### src/rtl/matrix_scan_ctrl_pkg.sv
// Shared constants and segment table for the dot-matrix / 7-segment scanner.
package matrix_scan_ctrl_pkg;

  localparam int SCAN_DIV_DEF  = 50000;
  localparam int BLANK_CYC_DEF = 100;

  localparam logic [7:0] ROW_OFF = 8'hFF;
  localparam logic [7:0] DS_OFF  = 8'hFF;

  // Segment order is {g,f,e,d,c,b,a}, active-high.
  function automatic logic [6:0] seg_lookup(input logic [3:0] hex);
    logic [6:0] seg;
    seg = 7'h00;
    unique case (hex)
      4'h0: seg = 7'h3F;
      4'h1: seg = 7'h06;
      4'h2: seg = 7'h5B;
      4'h3: seg = 7'h4F;
      4'h4: seg = 7'h66;
      4'h5: seg = 7'h6D;
      4'h6: seg = 7'h7D;
      4'h7: seg = 7'h07;
      4'h8: seg = 7'h7F;
      4'h9: seg = 7'h6F;
      4'hA: seg = 7'h77;
      4'hB: seg = 7'h7C;
      4'hC: seg = 7'h39;
      4'hD: seg = 7'h5E;
      4'hE: seg = 7'h79;
      4'hF: seg = 7'h71;
    endcase
    return seg;
  endfunction

endpackage

### src/rtl/seg7_hex_dec.sv
// Combinational hex digit to 7-segment decoder.
module seg7_hex_dec
  import matrix_scan_ctrl_pkg::*;
(
  input  logic [3:0] hex,
  output logic [6:0] seg
);

  assign seg = seg_lookup(hex);

endmodule

### src/rtl/matrix_scan_ctrl.sv
// Row/digit scan sequencer with a double-buffered frame store
// and an anti-ghosting blank interval at the start of every slot.
module matrix_scan_ctrl
  import matrix_scan_ctrl_pkg::*;
#(
  parameter int SCAN_DIV  = SCAN_DIV_DEF,
  parameter int BLANK_CYC = BLANK_CYC_DEF
) (
  input  logic        clk,
  input  logic        rst,
  input  logic        en,
  input  logic        wr_en,
  input  logic [2:0]  wr_row,
  input  logic [7:0]  wr_red,
  input  logic [7:0]  wr_green,
  input  logic        swap_req,
  output logic        swap_ack,
  input  logic [31:0] digits,
  output logic [7:0]  row,
  output logic [7:0]  led_R,
  output logic [7:0]  led_G,
  output logic [7:0]  DS,
  output logic [6:0]  num_,
  output logic        sof
);

  localparam int CW = (SCAN_DIV > 1) ? $clog2(SCAN_DIV) : 1;

  logic [CW-1:0] cnt;
  logic [2:0]    idx;
  logic          front;
  logic          pend;

  logic [7:0] bank_r [2][8];
  logic [7:0] bank_g [2][8];

  logic       last;
  logic       drive;
  logic       go;
  logic [3:0] dig;
  logic [6:0] seg;
  logic [7:0] sel;

  assign last  = (cnt == CW'(SCAN_DIV - 1)) && (idx == 3'd7);
  assign drive = en && (cnt >= CW'(BLANK_CYC));
  // Disabling the display is treated as a frame boundary for swaps.
  assign go    = (pend || swap_req) && (!en || last);
  assign dig   = digits[{idx, 2'b00} +: 4];
  assign sel   = ~(8'd1 << idx);

  seg7_hex_dec u_dec (
    .hex(dig),
    .seg(seg)
  );

  always_ff @(posedge clk or posedge rst) begin
    if (rst) begin
      cnt      <= '0;
      idx      <= '0;
      front    <= 1'b0;
      pend     <= 1'b0;
      swap_ack <= 1'b0;
      sof      <= 1'b0;
      row      <= ROW_OFF;
      DS       <= DS_OFF;
      led_R    <= '0;
      led_G    <= '0;
      num_     <= '0;
    end else begin
      if (!en) begin
        cnt <= '0;
        idx <= '0;
      end else if (cnt == CW'(SCAN_DIV - 1)) begin
        cnt <= '0;
        idx <= idx + 3'd1;
      end else begin
        cnt <= cnt + 1'b1;
      end

      sof      <= en && (cnt == '0) && (idx == 3'd0);
      swap_ack <= go;
      pend     <= go ? 1'b0 : (pend | swap_req);
      if (go) front <= ~front;

      row   <= drive ? sel : ROW_OFF;
      DS    <= drive ? sel : DS_OFF;
      led_R <= drive ? bank_r[front][idx] : 8'h00;
      led_G <= drive ? bank_g[front][idx] : 8'h00;
      num_  <= drive ? seg : 7'h00;
    end
  end

  // Writes target the bank that is back before any swap on this edge.
  always_ff @(posedge clk or posedge rst) begin
    if (rst) begin
      for (int b = 0; b < 2; b++) begin
        for (int r = 0; r < 8; r++) begin
          bank_r[b][r] <= '0;
          bank_g[b][r] <= '0;
        end
      end
    end else if (wr_en) begin
      bank_r[~front][wr_row] <= wr_red;
      bank_g[~front][wr_row] <= wr_green;
    end
  end

endmodule

### config.mk
export PLATFORM = sky130hd
export DESIGN_NAME = matrix_scan_ctrl
export DESIGN_NICKNAME = d
export VERILOG_FILES = /design/src/rtl/matrix_scan_ctrl_pkg.sv /design/src/rtl/seg7_hex_dec.sv /design/src/rtl/matrix_scan_ctrl.sv
export SDC_FILE = /design/constraint.sdc
export NUM_CORES = 1
export LEC_CHECK = 0
export ABC_CLOCK_PERIOD_IN_PS = 28500
export CAP_MARGIN = 5
export CORE_MARGIN = 2
export CORE_UTILIZATION = 28
export DETAILED_ROUTE_END_ITERATION = 10
export PLACE_DENSITY_LB_ADDON = 0.15
export SLEW_MARGIN = 15
export SYNTH_ARGS = -nofsm -noshare
export SYNTH_HDL_FRONTEND = slang
export SYNTH_SLANG_ARGS = --single-unit
### constraint.sdc
create_clock -name clk -period 28.5 [get_ports clk]
set_clock_uncertainty 0.05 [all_clocks]
set_input_delay 5.7 -clock clk [delete_from_list [all_inputs] [get_ports clk]]
set_output_delay 5.7 -clock clk [all_outputs]
set_load 0.01 [all_outputs]
==> results.json, run 1 <==
{
  "netlist_area_um2": 14400,
  "period_share": 0.270,
  "grt_setup_unrepaired": "false",
  "cp-end-kind": "register",
  "wl_um": 36400,
  "fillers": 5033,
  "fin_nets": 1069,
  "clkTransAtPathRegs_ps": 60,
  "syn2layout_area_growth_pct": 19.2,
  "cts_buffer_depth": 3,
  "design.core.area_um2": 51100,
  "slew_violations": 0,
  "ant_nets": 0,
  "synth-edff-count": 0,
  "slew-limit-headroom": 0.175,
  "firstDrtPassIters": 4,
  "port_buffers": 96,
  "grt_use_total": 0.141,
  "synth_cell_types": 54,
  "irDropWorstVdd_uv": 46.4,
  "cts_num_sinks": 310,
  "numCtsBuffers": 39,
  "postCtsSetupRepairBufs": 0,
  "synth-main-ff-cell": "dfrtp_1",
  "drc": 0,
  "wl_met2_um": 16800,
  "holdPathStages": 1,
  "overflow": 0,
  "cts_hold_buf": 0,
  "cp_cell_sequence": "clkdlybuf4s50_1 -> nand2b_1 -> nor2_2 -> mux2_2",
  "finalWeightedCongestion": 0.738,
  "clk_latency_ps": 570,
  "critPathMaxStageDelay_ps": 950,
  "stdcell_count": 1705,
  "worst-path-buf-inv": 1,
  "via_per_inst": 4.69,
  "p_sw_frac": 0.264,
  "cts_tree": "done",
  "crit_arrival_ps": 8070,
  "clock.fmax_mhz": 130,
  "synth_top_area_frac": 0.525,
  "synth-seq-area-share": 0.539,
  "regArea_um2": 7770,
  "tns_ps": 0,
  "ys_ff_latch": 310,
  "grt_pass1_vias": 8704,
  "drv_cap": 0,
  "grt_pass1_wl_um": 56600,
  "io-pin-count": 97,
  "synth_area_leader_cell": "dfrtp_1",
  "finalSetupViolCount": 0,
  "vias": 8003,
  "critPathSlowestCell": "nor2_2",
  "seq_power_share": 0.451,
  "die_area_um2": 53300,
  "period_needed_ps": 7690,
  "post-dp-hpwl_um": 21900,
  "power_density_nw_per_um2": 93.4,
  "root_buffer": "clkbuf_16",
  "rows": 83,
  "tightestPinTransition_ps": 1230,
  "reg2reg_slack_ps": 25390,
  "die_y_um": 231,
  "syn_area_per_cell_um2": 15.6,
  "hp-class": "register to register",
  "grt_max_degree": 118,
  "cp-start-kind": "primary input",
  "wl_met1_um": 17700,
  "pwr-share-comb": 0.255,
  "grt_antenna_before_repair": 3,
  "clkPwrFrac": 0.294,
  "p_switching_w": 0.000423,
  "dp_cells": 1639,
  "cp_max_fo": 16,
  "ctsResizeCount": 0,
  "die_w_um": 231,
  "outcome": "complete, no violations",
  "synth_cells": 922,
  "cp_top_family": "simple AND/OR/NAND/NOR gates",
  "wl_per_cell_um": 21.4,
  "multiInputGateArea_um2": 6190,
  "top_layer": "met5",
  "synth_nets": 991,
  "h-tree-depth": 2,
  "finalHoldViolations": 0,
  "start_util": 0.282,
  "drive_gt1_frac": 0.438,
  "intPower_w": 0.00118,
  "required_ps": 28880,
  "min_to": "bank_r[77]",
  "leakage_nw": 7.04,
  "r2r_start": "idx[1]",
  "async_flop_share": 1.00,
  "drt-initial-drc-count": 353,
  "rr_endpoint": "led_G[0]",
  "synth.area.top_cells": "dfrtp_1 52%, mux2_2 20%, mux4_2 13%",
  "crit_type": "primary input to register",
  "hold_path.startpoint": "bank_r[77]",
  "ys_warn_count": 0,
  "wl_met3_um": 1080,
  "reg2reg_depth": 4
}
[through the flow]
step	hold WS, ps	setup WS (ps)	total power [W]	util	instance area (µm²)
2_1_floorplan	424	14190	0.00105	-	14400
3_3_place_gp	433	20200	0.00114	0.312	15900
3_5_place_dp	438	20220	0.00115	0.312	15900
4_1_cts	450	20810	0.00163	0.336	17200
5_1_grt	457	20720	0.00170	0.336	17200
6_report	449	20810	0.00160	0.336	17200
[layer usage]
layer  up-vias  global-route usage
met3        56              0.0229
li1       3535                   -
met5         -                   0
met2       111               0.219
met1      4297               0.202
met4         4              0.0433
[state kept, by name, indices dropped and copies added, names as in the netlist]
signal,flops
pend,1
idx,3
DS,8
swap_ack,1
led_G,8
bank_r,128
num_,7
cnt,16
bank_g,128
sof,1
led_R,8
front,1
[area by class of cell]
cell class                      count  area share
Clock inverter                      9     0.00539
Sequential cell                   310       0.453
Antenna cell                        1    0.000146
Inverter                           14     0.00350
Multi-Input combinational cell    525       0.361
Timing Repair Buffer              110      0.0621
Clock buffer                       56      0.0658
Tap cell                          680      0.0496
[Yosys cell counts, types with 3 or more instances]
cell      count
inv_1        12
clkbuf_1     19
a21oi_1       3
xnor2_1       8
nor2_2        6
nand2_1      20
nor3_1        5
nor2b_1      19
mux2_2      256
nand3_1      13
mux2i_1       7
nor2_1       30
mux4_2       81
xor2_1        8
or3_1         4
mux4_1        5
buf_4        16
nor3_2        4
dfstp_2       8
buf_2        29
and3_1        3
buf_6         8
nand4_1       3
nand2b_1      3
ha_1         13
dfrtp_1     302
[worst max-delay path by stage]
stage / slack (ps) / startpoint / endpoint / cells after the start
after floorplan: 14190 / rst / bank_g[0] / 1
after global placement: 20200 / wr_row[2] / bank_r[46] / 4
after detailed placement: 20220 / wr_row[2] / bank_g[76] / 4
after CTS: 20810 / wr_row[2] / bank_r[76] / 4
after global routing: 20720 / wr_row[2] / bank_r[78] / 4
final: 20810 / wr_row[2] / bank_r[76] / 4
[placed cells by master (no fill, tap or decap), types with 7 or more instances in the layout]
cell type and count:
dfrtp_1 300, mux2_2 256, clkdlybuf4s50_1 96, mux4_2 81, clkbuf_16 39, nor2_1 29, nand2_1 20, nor2b_1 19
buf_4 14, ha_1 13, nand3_1 12, inv_1 11, clkbuf_8 9, dfstp_2 8, xor2_1 8, xnor2_1 8
clkbuf_1 8, mux2i_1 7
[power groups by stage]
stage / Sequential, W / Clock [W] / Combinational (W)
CTS: 0.000724 / 0.000490 / 0.000419
global placement: 0.000728 / 0 / 0.000409
finish: 0.000723 / 0.000472 / 0.000409
global route: 0.000748 / 0.000507 / 0.000443
floorplan: 0.000686 / 0 / 0.000360
detailed placement: 0.000730 / 0 / 0.000418
[worst register-to-register path, delay by kind of cell (launching register included)]
kind,cells,cell delay (ps)
buffers and inverters,1,740
DFF,1,840
muxes,2,1190
and+or+nand+nor,1,160
[logic make-up after synthesis]
logic type      synth area share
compound gates            0.0160
xor+xnor                 0.00973
mux                        0.344
fa+ha+maj                 0.0113
simple gates              0.0459
flops                      0.539
buf+inv                   0.0335
Note: power is estimated with default switching activity, not from simulation.
==> run 2, diff against run 1 <==
Settings changed: ABC_CLOCK_PERIOD_IN_PS 28500 to 6170.
Clock period 28.5 ns to 6.17 ns, I/O delays scaled along.
==> run 2 against run 1 <==
  * Clock power grew to 4.8 times the previous value
  * Largest power group unchanged
  * Power grew to 4.7 times the previous value
  * Hold slack lost 1.9 ps
  * Register-to-register slack lost 22000 ps
  * Setup slack lost 18000 ps
  * Critical path depth is the same
  * First-iteration DRC count grew 0.28%
  * Largest cell class unchanged
  * Clock-buffer cell count grew 6
  * Critical endpoint is now bank_g[79]
==> results.json, run 2 (same netlist as run 1, synthesis figures left out) <==
{
  "r2r_start": "idx[1]",
  "reg2reg_depth": 4,
  "ctsResizeCount": 0,
  "drive_gt1_frac": 0.437,
  "fin_nets": 1067,
  "grt_pass1_wl_um": 56600,
  "critPathMaxStageDelay_ps": 910,
  "wl_per_cell_um": 21.4,
  "grt_pass1_vias": 8642,
  "port_buffers": 96,
  "cp_max_fo": 16,
  "outcome": "complete, no violations",
  "syn2layout_area_growth_pct": 19.6,
  "mostFrequentLayoutCell": "dfrtp_1",
  "design.core.area_um2": 51100,
  "postCtsSetupRepairBufs": 0,
  "finalWeightedCongestion": 0.738,
  "min_to": "bank_r[61]",
  "top_layer": "met5",
  "clk_latency_ps": 550,
  "drt-initial-drc-count": 354,
  "critPathSlowestCell": "nor2_2",
  "start_util": 0.282,
  "tightestPinTransition_ps": 1100,
  "die_y_um": 231,
  "slew-limit-headroom": 0.263,
  "clock.fmax_mhz": 317,
  "reg2reg_slack_ps": 3050,
  "finalPower_w": 0.00747,
  "power_density_nw_per_um2": 434,
  "wl_met1_um": 17600,
  "die_w_um": 231,
  "h-tree-depth": 2,
  "intPower_w": 0.00555,
  "drv_cap": 0,
  "vias": 8087,
  "holdPathStages": 1,
  "numCtsBuffers": 39,
  "leakage_nw": 7.05,
  "clkTransAtPathRegs_ps": 60,
  "cp_cell_sequence": "clkdlybuf4s50_1 -> nand2b_1 -> nor2_2 -> mux2_2",
  "cp-end-kind": "register",
  "ant_nets": 0,
  "most-common-layout-cells": "300 x dfrtp_1, 256 x mux2_2, 96 x clkdlybuf4s50_1",
  "p_sw_frac": 0.257,
  "io-pin-count": 97,
  "cts_buffer_depth": 3,
  "root_buffer": "clkbuf_16",
  "crit_arrival_ps": 3540,
  "overflow": 0,
  "wl_um": 36400,
  "grt_setup_unrepaired": "false",
  "post-dp-hpwl_um": 21500,
  "crit_type": "primary input to register",
  "grt_max_degree": 118,
  "rows": 83,
  "drc": 0,
  "finalSetupViolCount": 0,
  "die_area_um2": 53300,
  "hp-class": "register to register",
  "p_switching_w": 0.00192,
  "cp-start-kind": "primary input",
  "period_needed_ps": 3160,
  "wl_met2_um": 17000,
  "grt_antenna_before_repair": 3,
  "pwr-share-comb": 0.250,
  "slew_violations": 0,
  "grt_use_total": 0.142,
  "wl_met3_um": 1060,
  "hold_path.startpoint": "bank_r[61]",
  "period_share": 0.512,
  "via_per_inst": 4.74,
  "cts_hold_buf": 0,
  "required_ps": 6560,
  "firstDrtPassIters": 4,
  "clkPwrFrac": 0.302,
  "irDropWorstVdd_uv": 208,
  "tns_ps": 0,
  "rr_endpoint": "led_G[0]",
  "whs_ps": 447,
  "cts_num_sinks": 310,
  "seq_power_share": 0.448,
  "cts_tree": "done",
  "reg_top3": "bank_g x128, bank_r x128, cnt x16",
  "finalHoldViolations": 0
}
-- run 2: area by class of cell --
type / instances / area, µm²
Clock buffer: 62 / 1160
Timing Repair Buffer: 108 / 1080
Multi-Input combinational cell: 525 / 6200
Antenna cell: 1 / 2.50
Sequential cell: 310 / 7770
Clock inverter: 5 / 101
Inverter: 14 / 56.3
Fill cell: 5001 / 33900
Tap cell: 680 / 851
-- run 2: worst max path at each step --
| stage | start | end | slack (ps) | cells past startpoint |
|---|---|---|---|---|
| after floorplan | rst | bank_g[0] | 770 | 1 |
| after global placement | wr_row[2] | bank_r[46] | 2320 | 4 |
| after detailed placement | wr_row[2] | bank_g[75] | 2400 | 4 |
| after CTS | front | led_R[3] | 2940 | 4 |
| after global routing | front | led_R[3] | 2850 | 4 |
| final | wr_row[2] | bank_g[79] | 3010 | 4 |
-- run 2: metrics by stage --
step / setup slack [ps] / std cells / utilization / area [µm²]
after floorplan: 766 / 922 / - / 14400
after global placement: 2320 / 1637 / 0.312 / 16000
after detailed placement: 2400 / 1637 / 0.312 / 16000
after CTS: 2940 / 1704 / 0.337 / 17200
after global routing: 2850 / 1704 / 0.337 / 17200
final: 3010 / 1705 / 0.337 / 17200
-- run 2: routing by layer --
| layer | track usage | vias up |
|---|---|---|
| met2 | 0.220 | 105 |
| met4 | 0.0431 | 4 |
| li1 | - | 3558 |
| met1 | 0.203 | 4367 |
| met3 | 0.0236 | 53 |
| met5 | 0 | - |
-- run 2: worst max-delay path, delay by kind of cell --
kind                   cells  cell delay, ps
buffers and inverters      1             730
and+or+nand+nor            2            1150
muxes                      1             420
-- run 2: power groups by stage --
stage          logic (W)  registers [W]  clock network, W
3_5_place_dp     0.00190        0.00339                 0
5_1_grt          0.00203        0.00347           0.00242
2_1_floorplan    0.00166        0.00317                 0
4_1_cts          0.00190        0.00336           0.00234
6_report         0.00187        0.00335           0.00225
3_3_place_gp     0.00186        0.00337                 0
